## config.mk

```make
export PLATFORM = sky130hd
export DESIGN_NAME = result_digit_splitter
export DESIGN_NICKNAME = d
export VERILOG_FILES = /design/src/rtl/result_digit_splitter.sv
export SDC_FILE = /design/constraint.sdc
export NUM_CORES = 1
export LEC_CHECK = 0
export BUFFER_PORTS_ARGS = -buffer_cell sky130_fd_sc_hd__buf_2
export CAP_MARGIN = 20
export CORE_MARGIN = 10
export CORE_UTILIZATION = 38
export CTS_CLUSTER_DIAMETER = 80
export DETAILED_ROUTE_END_ITERATION = 8
export MAX_ROUTING_LAYER = met4
export PLACE_DENSITY = 0.59
export SLEW_MARGIN = 20
export SYNTH_ARGS = -nofsm -noshare
export SYNTH_HDL_FRONTEND = slang
export SYNTH_HIERARCHICAL = 1
export SYNTH_SLANG_ARGS = --single-unit
```

## constraint.sdc

```tcl
create_clock -name clk -period 1.95 [get_ports clk]
set_clock_uncertainty 0.2 [all_clocks]
set_input_delay 0.39 -clock clk [delete_from_list [all_inputs] [get_ports clk]]
set_output_delay 0.39 -clock clk [all_outputs]
set_load 0.02 [all_outputs]
```

## src/rtl/result_digit_splitter.sv

```systemverilog
// result_digit_splitter
//   Sequential binary-to-BCD converter feeding the per-digit 7-segment
//   drivers. On an accepted start it runs IN_W shift-add-3 (double-dabble)
//   iterations, then publishes registered digit codes plus per-digit blank
//   and error flags in a single FINISH cycle.
//
// Ports
//   clk       in   rising-edge clock
//   rst_n     in   synchronous active-low reset
//   start     in   one-cycle convert request, honoured only in IDLE
//   value     in   [IN_W-1:0] unsigned result, sampled with start
//   err_in    in   upstream error, sampled with start
//   busy      out  conversion in progress
//   done      out  one-cycle pulse when new display outputs are valid
//   digits    out  [4*DIGITS-1:0] BCD codes, digit 0 in bits [3:0]
//   off_bits  out  [DIGITS-1:0] per-digit blank flag
//   err_bits  out  [DIGITS-1:0] per-digit error flag
//
// IN_W must satisfy 2^IN_W-1 < 10^(DIGITS+1) so the guard digit can hold
// any overflow.

module result_digit_splitter_adj3 (
  input  logic [3:0] din,
  output logic [3:0] dout
);
  assign dout = (din >= 4'd5) ? din + 4'd3 : din;
endmodule

module result_digit_splitter #(
  parameter int IN_W   = 16,
  parameter int DIGITS = 4
) (
  input  logic                  clk,
  input  logic                  rst_n,
  input  logic                  start,
  input  logic [IN_W-1:0]       value,
  input  logic                  err_in,
  output logic                  busy,
  output logic                  done,
  output logic [4*DIGITS-1:0]   digits,
  output logic [DIGITS-1:0]     off_bits,
  output logic [DIGITS-1:0]     err_bits
);

  // One guard digit above the displayed ones detects overflow.
  localparam int BW = 4*(DIGITS+1);
  localparam int CW = $clog2(IN_W+1);

  typedef enum logic [1:0] {IDLE, SHIFT, FINISH} state_t;

  state_t          state, state_nxt;
  logic [IN_W-1:0] sreg;
  logic [BW-1:0]   bcd, bcd_adj;
  logic [CW-1:0]   cnt;
  logic            err_lat;

  logic               ovf, err_any;
  logic [DIGITS-1:0]  fin_off;
  logic               lz;

  // Add-3 correction, one instance per BCD nibble including the guard.
  for (genvar g = 0; g < DIGITS+1; g++) begin : g_adj
    result_digit_splitter_adj3 u_adj (
      .din  (bcd[4*g +: 4]),
      .dout (bcd_adj[4*g +: 4])
    );
  end

  always_comb begin
    state_nxt = state;
    case (state)
      IDLE:    if (start) state_nxt = SHIFT;
      SHIFT:   if (cnt == CW'(IN_W-1)) state_nxt = FINISH;
      FINISH:  state_nxt = IDLE;
      default: state_nxt = IDLE;
    endcase
  end

  assign ovf     = |bcd[4*DIGITS +: 4];
  assign err_any = ovf | err_lat;

  // Leading-zero blank: digit i blanks when it and everything above it is
  // zero. Digit 0 always shows so a zero result reads "0".
  always_comb begin
    lz      = 1'b1;
    fin_off = '0;
    for (int i = DIGITS-1; i >= 1; i--) begin
      lz         = lz & (bcd[4*i +: 4] == 4'd0);
      fin_off[i] = lz;
    end
  end

  always_ff @(posedge clk) begin
    if (!rst_n) begin
      state    <= IDLE;
      sreg     <= '0;
      bcd      <= '0;
      cnt      <= '0;
      err_lat  <= 1'b0;
      busy     <= 1'b0;
      done     <= 1'b0;
      digits   <= '0;
      off_bits <= {{(DIGITS-1){1'b1}}, 1'b0};
      err_bits <= '0;
    end else begin
      state <= state_nxt;
      done  <= 1'b0;
      case (state)
        IDLE: if (start) begin
          sreg    <= value;
          bcd     <= '0;
          cnt     <= '0;
          err_lat <= err_in;
          busy    <= 1'b1;
        end
        SHIFT: begin
          {bcd, sreg} <= {bcd_adj[BW-2:0], sreg, 1'b0};
          cnt         <= cnt + CW'(1);
        end
        FINISH: begin
          busy <= 1'b0;
          done <= 1'b1;
          if (err_any) begin
            digits   <= '0;
            off_bits <= '0;
            err_bits <= '1;
          end else begin
            digits   <= bcd[4*DIGITS-1:0];
            off_bits <= fin_off;
            err_bits <= '0;
          end
        end
        default: ;
      endcase
    end
  end

endmodule

```

==> metrics.md <==
| Metric | Value |
|---|---|
| Outcome | finished, final reports clean |
| DRC Markers | 0 |
| Final GP Congestion | 0.788 |
| Number of clock sinks | 66 |
| Worst-path clk slew | 70 ps |
| Post-CTS sizing | 0 |
| Via count | 2,588 |
| Root Buffer | clkbuf_8 |
| Internal power | 2490 uW |
| Clock Path Buffers | 2 |
| Share of cells above drive strength 1 | 23.5% |
| Yosys warns | 6 |
| Mapped Cells | 346 |
| P&R area growth vs syn | 17.3% |
| Peak per-stage delay on the critical path | 590 ps |
| Peak fanout along the critical path | 23 |
| Initial DRC count | 112 |
| Antenna diodes | 0 |
| Die area | 12,500 um^2 |
| Hold Path Class | in -> reg |
| Num CTS Buffers | 9 |
| Rows | 33 |
| Final setup viols | 0 |
| PD cells | 854 nW/um^2 |
| Max cap viols | 0 |
| Req. time, crit path | 2040 ps |
| Clk_lat worst skew | 340 ps |
| Sw Ratio | 22.4% |
| FMAX | 587 MHz |
| Sw power | 719 uW |
| Pin count of the biggest net entering global routing | 24 |
| Antenna viol nets, final | 0 |
| WP buf/inv | 0 |
| RSZ-0062 raised after global routing | false |
| Worst setup SP type | flop |
| Leak | 0.00161 uW |
| Setup CP Type | reg -> reg |
| IO Pins | 46 |
| Vias per cell | 5.21 |
| CP max stage cell | dfxtp_1 |
| Final Net Count | 419 |
| Final Hold Viols | 0 |
| Synth Cell Area | 3200 um^2 |
| Final Max Tran Viols | 0 |
| Mean Syn Cell Area | 9.26 um^2 |
| Chip Width | 112 um |
| Tcrit/Tclk final | 87.4% |
| Post-Route Setup TNS | 0 ps |
| Wirelength per Cell | 15.2 um |
| Vias in the first global route | 2,525 |
| Cell family with most CP delay | flip-flops |
| Die height | 112 um |
| Grt ovf | 0 |
| Gr usage total | 12.4% |
| VDD IR max | 523 uV |
| Fin crit period | 1700 ps |
| Total Power | 3210 uW |
| Initial antenna violation count | 0 |
| DP Worst Slack | 217 ps |
| First-pass GRT wire length | 12.7 mm |
| Worst EP arrival | 1790 ps |
| TritonRoute pass-1 iters | 4 |
| Critical-path cell list | o21bai_4 > and2_4 > a221o_1 |
| Seq pwr share | 44.4% |
| CP Capture Type | flop |
| H-tree levels | 3 |
| DP HPWL | 5.12 mm |
| Total wire length | 7.54 mm |
| Final core utilization | 45.7% |
| Initial Utilization | 39.0% |
| Post-CTS Setup Inserts | 0 |
| CTS Hold Buffers Added | 0 |
| Post-Syn Nets | 378 |
| Core Region | 8220 um^2 |
| Setup slack after layout | 245 ps |
| Port Buf Inserts | 44 |
| Clock tree from TritonCTS | yes |
| Comb pwr share | 7.8% |
| Clock network fraction of total power | 47.8% |
[area by class of cell]
class | instances | area, um^2
fill | 828 | 4460
inverter | 13 | 48.8
timing repair buffer | 57 | 330
clock buffer | 9 | 124
multi-input combinational | 240 | 1660
sequential | 66 | 1320
tap | 105 | 131
clock inverter | 7 | 141
[final timing paths]
| kind | cells past startpoint | slack [ps] | end | start |
|---|---|---|---|---|
| max | 3 | 250 | sreg[4] | state[1] |
| max reg2reg | 3 | 250 | sreg[4] | state[1] |
| min | 2 | 90 | sreg[1] | value[1] |
| min reg2reg | 2 | 260 | digits[11] | digits[11] |
[stage by stage]
step	hold slack, ps	instances	instance area (um^2)
after floorplan	232	346	3200
after global placement	244	481	3490
after detailed placement	253	481	3490
after CTS	71.6	497	3760
after global routing	76.0	497	3760
final	88.1	497	3760
[layout by cell type, fill, tap and decap left out, types with 2 or more instances in the layout]
master / instances
mux2i_1: 8
xnor2_1: 5
a21oi_2: 5
nor3b_1: 2
dfxtp_1: 66
ha_1: 12
nor2b_1: 19
o211a_1: 2
and2_4: 2
nor4_1: 2
nand2b_1: 12
bufinv_16: 4
nor2_1: 17
clkbuf_8: 9
o21ai_0: 6
and2_1: 6
nand4_1: 18
nand3_1: 4
o21ai_1: 4
nand2_1: 41
a22oi_1: 5
a22o_1: 19
a21oi_1: 9
o221a_2: 8
buf_2: 44
inv_1: 12
a21boi_0: 17
and3_1: 2
buf_4: 12
a221o_1: 5
[power groups by stage]
stage               Clock (uW)  Sequential, uW  Combinational [uW]
finish                    1530            1420                 251
global route              1620            1430                 281
CTS                       1560            1420                 254
detailed placement           0            1460                 253
global placement             0            1460                 250
floorplan                    0            1440                 200
[layer usage]
layer  up-vias  part of all wire (%)  GRT usage, %
li1       1306                     -             -
met1      1229                    47          15.0
met2        47                    47          19.1
met3         6                   5.1          4.46
met4         0                  0.78          3.26
met5         -                     0             -
[registers in the layout, summed over array words and instances, names as in the netlist]
signal    cells
cnt           5
err_bits      1
err_lat       1
busy          1
bcd          20
done          1
state         2
off_bits      3
sreg         16
digits       16
No activity file was read; power rests on OpenSTA's default activity.
